**config.mk**
```make
export PLATFORM = sky130hd
export DESIGN_NAME = nibble_serial_alu
export DESIGN_NICKNAME = d
export VERILOG_FILES = /design/src/rtl/nibble_alu_pkg.sv /design/src/rtl/addsub_slice4.sv /design/src/rtl/nibble_serial_alu.sv
export SDC_FILE = /design/constraint.sdc
export NUM_CORES = 1
export LEC_CHECK = 0
export ABC_AREA = 1
export CORE_ASPECT_RATIO = 1.4
export CORE_MARGIN = 3
export CORE_UTILIZATION = 35
export DETAILED_ROUTE_END_ITERATION = 10
export GPL_ROUTABILITY_DRIVEN = 0
export PLACE_DENSITY_LB_ADDON = 0.1
export RECOVER_POWER = 25
export SKIP_CTS_REPAIR_TIMING = 1
export SYNTH_ARGS = -nofsm -noshare
export SYNTH_HDL_FRONTEND = slang
export SYNTH_SLANG_ARGS = --single-unit
export TNS_END_PERCENT = 5
```
**constraint.sdc**
```tcl
create_clock -name clk -period 2.4 [get_ports clk]
set_input_delay 0.24 -clock clk [delete_from_list [all_inputs] [get_ports clk]]
set_output_delay 0.24 -clock clk [all_outputs]
set_load 0.005 [all_outputs]
```
**src/rtl/nibble_alu_pkg.sv**
```systemverilog
// Shared types and constants for the nibble-serial add/subtract unit.
package nibble_alu_pkg;

    localparam int NIBBLES_DEF = 2;
    localparam int SLICE_W     = 4;

    typedef enum logic [1:0] {
        IDLE = 2'd0,
        CALC = 2'd1,
        DONE = 2'd2
    } state_t;

endpackage

```
**src/rtl/addsub_slice4.sv**
```systemverilog
// 4-bit ripple slice. It exposes the carry into bit 3 as well as the carry out,
// so the top level can derive signed overflow on the last nibble.
module addsub_slice4 (
    input  logic [3:0] a4,
    input  logic [3:0] b4,
    input  logic       cin,
    output logic [3:0] s4,
    output logic       c3,
    output logic       c4
);

    logic [3:0] lo;
    logic [1:0] hi;

    // Bits 2:0 plus carry-in. lo[3] is the carry into bit 3.
    assign lo = {1'b0, a4[2:0]} + {1'b0, b4[2:0]} + {3'b000, cin};
    assign c3 = lo[3];

    // Bit 3 is added on its own so that c3 stays visible.
    assign hi = {1'b0, a4[3]} + {1'b0, b4[3]} + {1'b0, c3};

    assign s4 = {hi[0], lo[2:0]};
    assign c4 = hi[1];

endmodule

```
**src/rtl/nibble_serial_alu.sv**
```systemverilog
// Nibble-serial add/subtract unit. It uses one 4-bit slice per cycle, a
// valid/ready handshake on each side, and one operation in flight at a time.
module nibble_serial_alu
    import nibble_alu_pkg::*;
#(
    parameter int NIBBLES = NIBBLES_DEF
) (
    input  logic                   clk,
    input  logic                   rst_n,
    input  logic                   in_valid,
    output logic                   in_ready,
    input  logic [4*NIBBLES-1:0]   a,
    input  logic [4*NIBBLES-1:0]   b,
    input  logic                   sel,
    output logic                   out_valid,
    input  logic                   out_ready,
    output logic [4*NIBBLES-1:0]   result,
    output logic                   cout,
    output logic                   ovf,
    output logic                   zero
);

    localparam int KW = (NIBBLES > 1) ? $clog2(NIBBLES) : 1;
    localparam logic [KW-1:0] K_LAST = KW'(NIBBLES - 1);

    state_t state, state_nx;

    logic [NIBBLES-1:0][SLICE_W-1:0] a_q, b_q, res_q, res_nx;
    logic                            sel_q, carry_q;
    logic [KW-1:0]                   k_q;
    logic                            last;
    logic [SLICE_W-1:0]              a_sl, b_sl, s4;
    logic                            c3, c4;

    // The handshake outputs are decoded from state only. Neither in_valid nor
    // out_ready reaches them combinationally.
    assign in_ready  = (state == IDLE);
    assign out_valid = (state == DONE);
    assign result    = res_q;
    assign last      = (k_q == K_LAST);

    // For subtraction, B is inverted. The +1 enters through the carry register,
    // which is seeded with sel on accept.
    assign a_sl = a_q[k_q];
    assign b_sl = b_q[k_q] ^ {SLICE_W{sel_q}};

    addsub_slice4 u_slice (
        .a4  (a_sl),
        .b4  (b_sl),
        .cin (carry_q),
        .s4  (s4),
        .c3  (c3),
        .c4  (c4)
    );

    // Result with the current nibble replaced. On the last nibble it gives the
    // complete value for the zero flag.
    always_comb begin
        res_nx      = res_q;
        res_nx[k_q] = s4;
    end

    // State register. Reset aborts any operation in flight.
    always_ff @(posedge clk or negedge rst_n) begin
        if (!rst_n) state <= IDLE;
        else        state <= state_nx;
    end

    // Next-state logic.
    always_comb begin
        state_nx = state;
        case (state)
            IDLE:    if (in_valid)  state_nx = CALC;
            CALC:    if (last)      state_nx = DONE;
            DONE:    if (out_ready) state_nx = IDLE;
            default:                state_nx = IDLE;
        endcase
    end

    // Datapath. The operands are captured only in IDLE, so later changes on
    // the inputs have no effect on an operation already accepted.
    always_ff @(posedge clk or negedge rst_n) begin
        if (!rst_n) begin
            a_q     <= '0;
            b_q     <= '0;
            sel_q   <= 1'b0;
            carry_q <= 1'b0;
            k_q     <= '0;
            res_q   <= '0;
            cout    <= 1'b0;
            ovf     <= 1'b0;
            zero    <= 1'b0;
        end else begin
            case (state)
                IDLE: begin
                    if (in_valid) begin
                        a_q     <= a;
                        b_q     <= b;
                        sel_q   <= sel;
                        carry_q <= sel;
                        k_q     <= '0;
                    end
                end
                CALC: begin
                    res_q   <= res_nx;
                    carry_q <= c4;
                    k_q     <= last ? '0 : k_q + 1'b1;
                    if (last) begin
                        cout <= c4;
                        ovf  <= c3 ^ c4;
                        zero <= (res_nx == '0);
                    end
                end
                default: ;
            endcase
        end
    end

endmodule

```
==> reports/metrics.yaml, run 1 <==
synth:
  synth_top_area_share_pct: 50.83
  yosysMostFrequentCell: "nand2_1"
  postSynthCellCount: 189
  synthTopCellsByArea: "dfrtp_1 (51%), nand2_1 (22%), fa_1 (3.8%)"
  yosys_warnings: 0
  syn_nets: 215
  avgSynthCellArea_um2: 8.335
  ys_seq_area_share_pct: 50.83
  synthTopCellsByCount: "nand2_1 (94), dfrtp_1 (32), inv_1 (10), nor2_1 (10), nand3_1 (8)"
  ys_seq_elements: 32
  synthArstFlopShare_pct: 100.0
  syn-cell-area_um2: 1575
  synth_top_flop_cell: "dfrtp_1"
  synth_edf_count: 0
  ys_types: 23
  synth_top_cell_by_area: "dfrtp_1"
setup_path:
  crit_top_cell: "nand2_1"
  endpoint_kind: "flip-flop"
  max_stage_delay_ns: 0.53
  rr_endpoint: "zero$_DFFE_PN0P_"
  crit_slowest_cell: "fa_1"
  crit_fanout: 8
  critPathKind: "flip-flop to flip-flop"
  startpoint_type: "flip-flop"
  worstPathArrival_ns: 2.52
  regToRegStartpoint: "k_q$_DFFE_PN0P_"
  critPathTopFamily: "adder cells"
  r2r_slack_ns: 0.10
  ff2ff_path_depth: 14
  cp_data_required_time_ns: 2.62
  worstPathCellList: "inv_2 -> nand2_1 -> nand2_1 -> xor2_1 -> fa_2 -> inv_2 -> nand3_2 -> nand3_2 -> fa_1 -> nor2_1 -> nand2_1 -> nor2_1 -> nand3_1 -> nand2_1"
  crit_buf_inv: 2
die:
  io_pins: 34
  initial_utilization_pct: 36.86
  fp.dieW_um: 62.70
  core_area_um2: 4274
  dieHeight_um: 85.38
  core.rowCount: 28
  die-area_um2: 5353
global_route:
  antenna_found_initial: 0
  grt_pass1_vias: 1328
  grtUsageTotal_pct: 13.26
  grt_start_max_net_pins: 33
  grt_overflow: 0
  grt_pass1_wl_mm: 5.595
sta:
  holdWs_ns: 0.4739
  fin_skew_ns: 0.004534
  fin_crit_ns: 2.296
  final.period_utilization_pct: 95.67
  fmax_mhz: 435.5
  max_slew_margin_pct: -13.16
  slew_violations: 33
  setup_ws_ns: 0.1039
  finalHoldViolCount: 0
  worst_pin_slew_ns: 1.697
  setup_viol: 0
  rsz0062_at_grt: "true"
status:
  violations: "capacitance limit, slew limit"
  status: "complete, but fails checks"
place:
  dp_slack_ns: -0.01325
  dpl_cell_area_um2: 1979
  post-place-cells: 283
  portBuffers: 33
  detailed_place_hpwl_mm: 2.493
cts:
  clk_path_buf_depth: 2
  insertion_delay_ns: 0.28
  cts_max_level: 2
  clk_pin_slew_ns: 0.06
  tritoncts: "built"
  clockRootBuffer: "clkbuf_8"
  cts_buffers: 5
  cts_sinks: 32
pwr:
  p_per_area_nw_per_um2: 1609
  total_power_mw: 3.386
  p_leak_nw: 1.065
  peakVddDrop_v: 0.0005866
job:
  maxCapViolCount: 1
worst_hold_path:
  min_from: "result[7]$_DFFE_PN0P_"
  holdPathEnd: "result[7]$_DFFE_PN0P_"
  min_delay_path_depth: 2
  hp-class: "flip-flop to flip-flop"
routing:
  wirelength_mm: 3.315
  dr_total_vias: 1305
  drc: 0
  wl_per_cell_um: 11.31
  first_iter_violations: 49
  drt_pass1_iterations: 4
  postRouteAntennaNets: 0
  drt-vias-per-instance: 4.454
finish:
  areaGrowthSynthToFinish_pct: 33.60
  fin_area_um2: 2105
  fin_cells: 293
  finalNetCount: 258
  drive_gt1_share_pct: 13.30
  n_antenna_cell: 0
per-layer routing:
metal / wire length, um / vias up / part of all wire (%) / track usage, %
li1: - / 660 / - / -
met1: 1311 / 609 / 40 / 13.23
met2: 1774 / 29 / 54 / 24.56
met3: 170 / 7 / 5.1 / 4.238
met4: 58 / 0 / 1.7 / 6.426
met5: 0 / - / 0 / 0
state kept, by name (all words and copies together) (netlist names):
register / cells
b_q: 8
result: 8
carry_q: 1
cout: 1
ovf: 1
zero: 1
state: 2
a_q: 8
k_q: 1
sel_q: 1
tightest hold or removal path, delay by kind of cell, from the launching register on:
family,cells,cell delay [ns]
DFF,1,0.34
and+or+nand+nor,2,0.10
cells in the final DEF (no fill, tap or decap):
| cell type | instances |
|---|---|
| nand2_1 | 93 |
| clkdlybuf4s50_1 | 33 |
| dfrtp_1 | 31 |
| nor2_1 | 10 |
| inv_1 | 9 |
| nand2_2 | 6 |
| nand3_1 | 6 |
| clkbuf_8 | 6 |
| buf_4 | 6 |
| o21ai_1 | 4 |
| inv_2 | 3 |
| xor2_1 | 3 |
| nand3_2 | 3 |
| o21ai_0 | 3 |
| clkbuf_1 | 3 |
| nor2_4 | 2 |
| fa_1 | 2 |
| ha_1 | 2 |
| xor2_2 | 1 |
| o31ai_1 | 1 |
| xnor2_1 | 1 |
| nand2_4 | 1 |
| inv_6 | 1 |
| a21oi_1 | 1 |
| fa_2 | 1 |
| dfrtp_2 | 1 |
cells by family (layout without fill, tap and decap cells):
group	count (synthesis)	count (layout)	share of synthesized area, %
xor gates and xnor gates	5	5	2.780
buffers and inverters	17	61	5.878
DFF	32	32	50.83
adders and majority gates	5	5	5.401
and+or+nand+nor	121	121	32.09
AOI/OAI and AO/OA	9	9	3.018
power breakdown:
part           switching, mW  leakage (nW)  internal [mW]  total, mW
logic                   1.05         0.622          0.923       1.98
clock network          0.187        0.0455          0.234      0.421
registers              0.185         0.397          0.803      0.988
worst max path at each step:
stage / slack [ns] / cells past startpoint / end / start
2_1_floorplan: 0.09 / 13 / zero$_DFFE_PN0P_ / k_q$_DFFE_PN0P_
3_3_place_gp: 0.09 / 14 / zero$_DFFE_PN0P_ / k_q$_DFFE_PN0P_
3_5_place_dp: -0.01 / 14 / zero$_DFFE_PN0P_ / k_q$_DFFE_PN0P_
4_1_cts: -0.04 / 14 / zero$_DFFE_PN0P_ / k_q$_DFFE_PN0P_
5_1_grt: -0.09 / 13 / zero$_DFFE_PN0P_ / k_q$_DFFE_PN0P_
6_report: 0.10 / 14 / zero$_DFFE_PN0P_ / k_q$_DFFE_PN0P_
metrics by stage:
stage | TNS [ns] | util (%)
3_5_place_dp | -0.01325 | 46.31
2_1_floorplan | 0 | -
6_report | 0 | 49.24
3_3_place_gp | 0 | 46.31
5_1_grt | -0.1360 | 49.24
4_1_cts | -0.03855 | 48.42
layout make-up:
cell class                      count  area, um^2
Clock buffer                        8       90.09
Fill cell                         441        2170
Inverter                           13       53.80
Multi-Input combinational cell    140       704.4
Sequential cell                    32       802.0
Tap cell                           60       75.07
Timing Repair Buffer               40       379.1
No activity file was read; power rests on OpenSTA's default activity.
==> run 2: changes to the inputs <==
- SYNTH_HIERARCHICAL: default -> 1
- TNS_END_PERCENT: 5 -> 1
- clock period: 2.4 -> 2.3 ns (I/O delays scaled with it)
==> reports/metrics.yaml, run 2 <==
synth:
  syn-cell-area_um2: 1610
  syn_nets: 230
  synthTopCellsByArea: "dfrtp_1 (50%), nand2_1 (24%), inv_1 (4.7%)"
  ys_seq_elements: 32
  yosysMostFrequentCell: "nand2_1"
  synthArstFlopShare_pct: 100.0
  synth_top_flop_cell: "dfrtp_1"
  yosys_warnings: 6
  synth_top_cell_by_area: "dfrtp_1"
  ys_types: 21
  avgSynthCellArea_um2: 7.894
  ys_seq_area_share_pct: 49.73
  synth_top_area_share_pct: 49.73
  postSynthCellCount: 204
  synthTopCellsByCount: "nand2_1 (103), dfrtp_1 (32), inv_1 (20)"
  synth_edf_count: 0
global_route:
  grtUsageTotal_pct: 13.47
  antenna_found_initial: 0
  grt_overflow: 0
  grt_start_max_net_pins: 33
  grt_pass1_vias: 1310
  grt_pass1_wl_mm: 5.623
cts:
  clk_path_buf_depth: 2
  clockRootBuffer: "clkbuf_8"
  tritoncts: "built"
  insertion_delay_ns: 0.28
  clk_pin_slew_ns: 0.06
  cts_buffers: 5
  cts_max_level: 2
  cts_sinks: 32
sta:
  final.period_utilization_pct: 100.1
  fin_skew_ns: 0.001226
  fmax_mhz: 434.4
  max_slew_margin_pct: -14.21
  setup_viol: 1
  setup_ws_ns: -0.002122
  slew_violations: 33
  holdWs_ns: 0.4741
  rsz0062_at_grt: "true"
  finalHoldViolCount: 0
  worst_pin_slew_ns: 1.713
  fin_crit_ns: 2.302
routing:
  drt-vias-per-instance: 4.194
  first_iter_violations: 80
  dr_total_vias: 1296
  wl_per_cell_um: 10.24
  postRouteAntennaNets: 0
  wirelength_mm: 3.163
  drc: 0
  drt_pass1_iterations: 4
setup_path:
  ff2ff_path_depth: 15
  startpoint_type: "flip-flop"
  r2r_slack_ns: -0.002
  critPathKind: "flip-flop to flip-flop"
  crit_slowest_cell: "fa_1"
  crit_fanout: 8
  cp_data_required_time_ns: 2.52
  crit_top_cell: "nand2_1"
  worstPathArrival_ns: 2.52
  worstPathCellList: "buf_4 -> nand2_1 -> nand2_1 -> xor2_1 -> ha_1 -> nand2_1 -> nor2_1 -> nor2_1 -> fa_1 -> inv_2 -> nor2_1 -> nand2_1 -> nor2_1 -> nand2_1 -> nand2_1"
  regToRegStartpoint: "k_q$_DFFE_PN0P_"
  rr_endpoint: "zero$_DFFE_PN0P_"
  endpoint_kind: "flip-flop"
  max_stage_delay_ns: 0.49
place:
  dp_slack_ns: 0.01310
  detailed_place_hpwl_mm: 2.400
  post-place-cells: 300
  portBuffers: 33
finish:
  multi_input_area_um2: 695.7
  final_common_cell: "nand2_1"
  final_util_pct: 49.80
  n_antenna_cell: 0
  areaGrowthSynthToFinish_pct: 34.34
  final_cell_mix: "nand2_1 (103), clkdlybuf4s50_1 (33), dfrtp_1 (32)"
  seq_area_um2: 800.8
  fillers: 452
  drive_gt1_share_pct: 12.45
  finalNetCount: 275
  fin_cells: 309
worst_hold_path:
  min_delay_path_depth: 2
  hp-class: "flip-flop to flip-flop"
  min_from: "result[5]$_DFFE_PN0P_"
  holdPathEnd: "result[5]$_DFFE_PN0P_"
pwr:
  total_power_mw: 3.719
  peakVddDrop_v: 0.0005469
  p_per_area_nw_per_um2: 1719
  p_leak_nw: 1.154
die:
  initial_utilization_pct: 37.07
  core.rowCount: 28
  core_area_um2: 4344
  dieHeight_um: 86.26
  fp.dieW_um: 63.33
  io_pins: 34
  die-area_um2: 5462
status:
  status: "complete, but fails checks"
  violations: "capacitance limit, slew limit, setup timing"
job:
  maxCapViolCount: 1
[run 2: changes by cell type after synthesis, sizes merged]
cell	change
clkbuf	+1
o21ai	-2
nand2	+8
nor2	-2
xnor2	+1
buf	+1
inv	+9
nand3	-1
[run 2: kinds of logic after synthesis]
family | Yosys count | share of synthesized area [%]
XOR/XNOR | 6 | 3.263
AO/OA/AOI/OAI | 7 | 2.331
adder cells (fa/ha/maj) | 5 | 5.284
flip-flops | 32 | 49.73
AND/OR/NAND/NOR | 126 | 31.70
buffers and inverters | 28 | 7.692
[run 2: area by class of cell]
cell class,instances,area share (%)
clock buffer,7,4.453
sequential,32,37.02
inverter,22,3.817
multi-input combinational,144,32.16
tap,60,3.470
timing repair buffer,44,19.09
[run 2: stage by stage]
stage	cell area (um^2)	setup TNS, ns
2_1_floorplan	1615	0
3_3_place_gp	2044	0
3_5_place_dp	2044	0
4_1_cts	2141	-0.01447
5_1_grt	2163	-0.3264
6_report	2163	-0.002122
[run 2: worst max-delay path, delay by kind of cell (launching register included)]
family | cells | cell delay (ns)
XOR/XNOR | 1 | 0.14
adder cells (fa/ha/maj) | 2 | 0.84
buffers and inverters | 2 | 0.22
flip-flops | 1 | 0.41
AND/OR/NAND/NOR | 10 | 0.64
[run 2: how the worst max path moves through the flow]
stage                     from  slack [ns]  cells past startpoint                to
4_1_cts        k_q$_DFFE_PN0P_       -0.01                     16  zero$_DFFE_PN0P_
6_report       k_q$_DFFE_PN0P_      -0.002                     15  zero$_DFFE_PN0P_
2_1_floorplan  k_q$_DFFE_PN0P_        0.01                     16  zero$_DFFE_PN0P_
5_1_grt        k_q$_DFFE_PN0P_       -0.24                     15  zero$_DFFE_PN0P_
3_5_place_dp   k_q$_DFFE_PN0P_        0.01                     15  zero$_DFFE_PN0P_
3_3_place_gp   k_q$_DFFE_PN0P_        0.03                     16  zero$_DFFE_PN0P_
[run 2: report_power, final]
part	leakage [nW]	internal (mW)	switching, mW
clock	0.0503	0.266	0.190
combinational	0.704	1.06	1.19
sequential	0.400	0.839	0.177
[run 2: layer usage]
| metal | share of wire [%] | up-vias | routed length [um] | GRT usage [%] |
|---|---|---|---|---|
| met4 | 1.5 | 0 | 47 | 6.483 |
| li1 | - | 695 | - | - |
| met3 | 4.7 | 4 | 148 | 4.799 |
| met1 | 42 | 570 | 1342 | 14.82 |
| met2 | 51 | 27 | 1625 | 23.00 |
| met5 | 0 | - | 0 | 0 |
==> run 3: changes to the inputs <==
- CORE_MARGIN: 3 -> 1
- CTS_CLUSTER_SIZE: default -> 25
==> reports/metrics.yaml, run 3 (same netlist as run 2, synthesis figures left out) <==
global_route:
  grt.busiest_layer: "met2"
  grt_start_max_net_pins: 33
  grt_overflow: 0
  grtUsageMet1_pct: 17.60
  grt_pass1_wl_mm: 5.478
  grtUsageTotal_pct: 14.97
  antenna_found_initial: 0
  use_met3_pct: 4.206
  grt_pass1_vias: 1304
  use_met2_pct: 25.51
place:
  detailed_place_hpwl_mm: 2.269
  post-place-cells: 300
  portBuffers: 33
sta:
  setup_viol: 0
  fin_skew_ns: 0.004623
  slew_violations: 33
  worst_pin_slew_ns: 1.677
  rsz0062_at_grt: "true"
  holdWs_ns: 0.4698
  fin_crit_ns: 2.286
  finalHoldViolCount: 0
  final.period_utilization_pct: 99.40
  finalSetupTns_ns: 0
  fmax_mhz: 437.4
  max_slew_margin_pct: -11.80
cts:
  clk_path_buf_depth: 2
  cts_sinks: 32
  cts_max_level: 2
  cts_buffers: 5
  clockRootBuffer: "clkbuf_8"
  clk_pin_slew_ns: 0.07
  tritoncts: "built"
  insertion_delay_ns: 0.28
finish:
  fin_cells: 309
  n_antenna_cell: 0
  drive_gt1_share_pct: 13.25
  finalNetCount: 274
  multi_input_area_um2: 700.7
  final_common_cell: "nand2_1"
  final_cell_mix: "nand2_1 (102), clkdlybuf4s50_1 (33), dfrtp_1 (32)"
  areaGrowthSynthToFinish_pct: 33.72
  seq_area_um2: 800.8
  final_util_pct: 49.97
  fillers: 441
routing:
  wirelength_mm: 2.946
  drt_pass1_iterations: 4
  drc: 0
  postRouteAntennaNets: 0
  first_iter_violations: 59
  dr_total_vias: 1286
  wl_per_cell_um: 9.534
  drt-vias-per-instance: 4.162
worst_hold_path:
  min_delay_path_depth: 3
  hp-class: "input port to flip-flop"
setup_path:
  r2r_slack_ns: 0.01
  cp_data_required_time_ns: 2.52
  critPathKind: "flip-flop to flip-flop"
  startpoint_type: "flip-flop"
  endpoint_kind: "flip-flop"
  crit_fanout: 8
  worstPathArrival_ns: 2.51
  ff2ff_path_depth: 15
die:
  core_area_um2: 4309
  dieHeight_um: 82.26
  core.rowCount: 28
  io_pins: 34
  fp.dieW_um: 59.33
  die-area_um2: 4880
  initial_utilization_pct: 37.37
pwr:
  peakVddDrop_v: 0.0005140
  p_leak_nw: 1.142
  total_power_mw: 3.613
  p_per_area_nw_per_um2: 1678
status:
  status: "complete, but fails checks"
  violations: "capacitance limit, slew limit"
job:
  maxCapViolCount: 1
run 3: worst max-delay path, cell delays in order (launching register included):
cell and delay (ns):
dfrtp_1 0.41, buf_4 0.17, nand2_1 0.05, nand2_1 0.06, xor2_1 0.14, ha_1 0.34, nand2_1 0.08, nor2_2 0.07
nor2_1 0.05, fa_1 0.49, inv_2 0.05, nor2_1 0.08, nand2_1 0.05, nor2_1 0.08, nand2_1 0.05, nand2_1 0.05
run 3: final cells by class:
class	count	share of cell area, %
flip-flops and latches	32	37.19
multi-input cells	144	32.54
repair buffers	43	18.65
clock buffers	6	3.835
inverters	22	3.835
well taps	60	3.486
clock inverters	2	0.4648
run 3: metal layers:
metal | share of wire, % | wire (um)
met1 | 45 | 1338
met5 | 0 | 0
met3 | 3.4 | 99
met2 | 49 | 1456
met4 | 1.7 | 51
run 3: final timing paths:
| check | startpoint | end |
|---|---|---|
| max | k_q$_DFFE_PN0P_ | zero$_DFFE_PN0P_ |
| min | b[6] | b_q[6]$_DFFE_PN0P_ |
| max reg2reg | k_q$_DFFE_PN0P_ | zero$_DFFE_PN0P_ |
| min reg2reg | result[6]$_DFFE_PN0P_ | result[6]$_DFFE_PN0P_ |
| max in group asynchronous | rst_n | a_q[1]$_DFFE_PN0P_ |
| min in group asynchronous | rst_n | state[1]$_DFFE_PN0P_ |
run 3: where the power goes:
part | internal (mW) | switching [mW] | leakage, nW
Sequential | 0.839 | 0.179 | 0.400
Clock | 0.238 | 0.202 | 0.0510
Combinational | 1.00 | 1.15 | 0.691
Total | 2.08 | 1.54 | 1.14
run 3: per-stage QoR:
step | area (um^2) | setup WS [ns]
floorplan | 1615 | 0.01073
global placement | 2044 | 0.04165
detailed placement | 2044 | 0.01094
CTS | 2137 | -0.007500
global route | 2153 | -0.1899
finish | 2153 | 0.01391
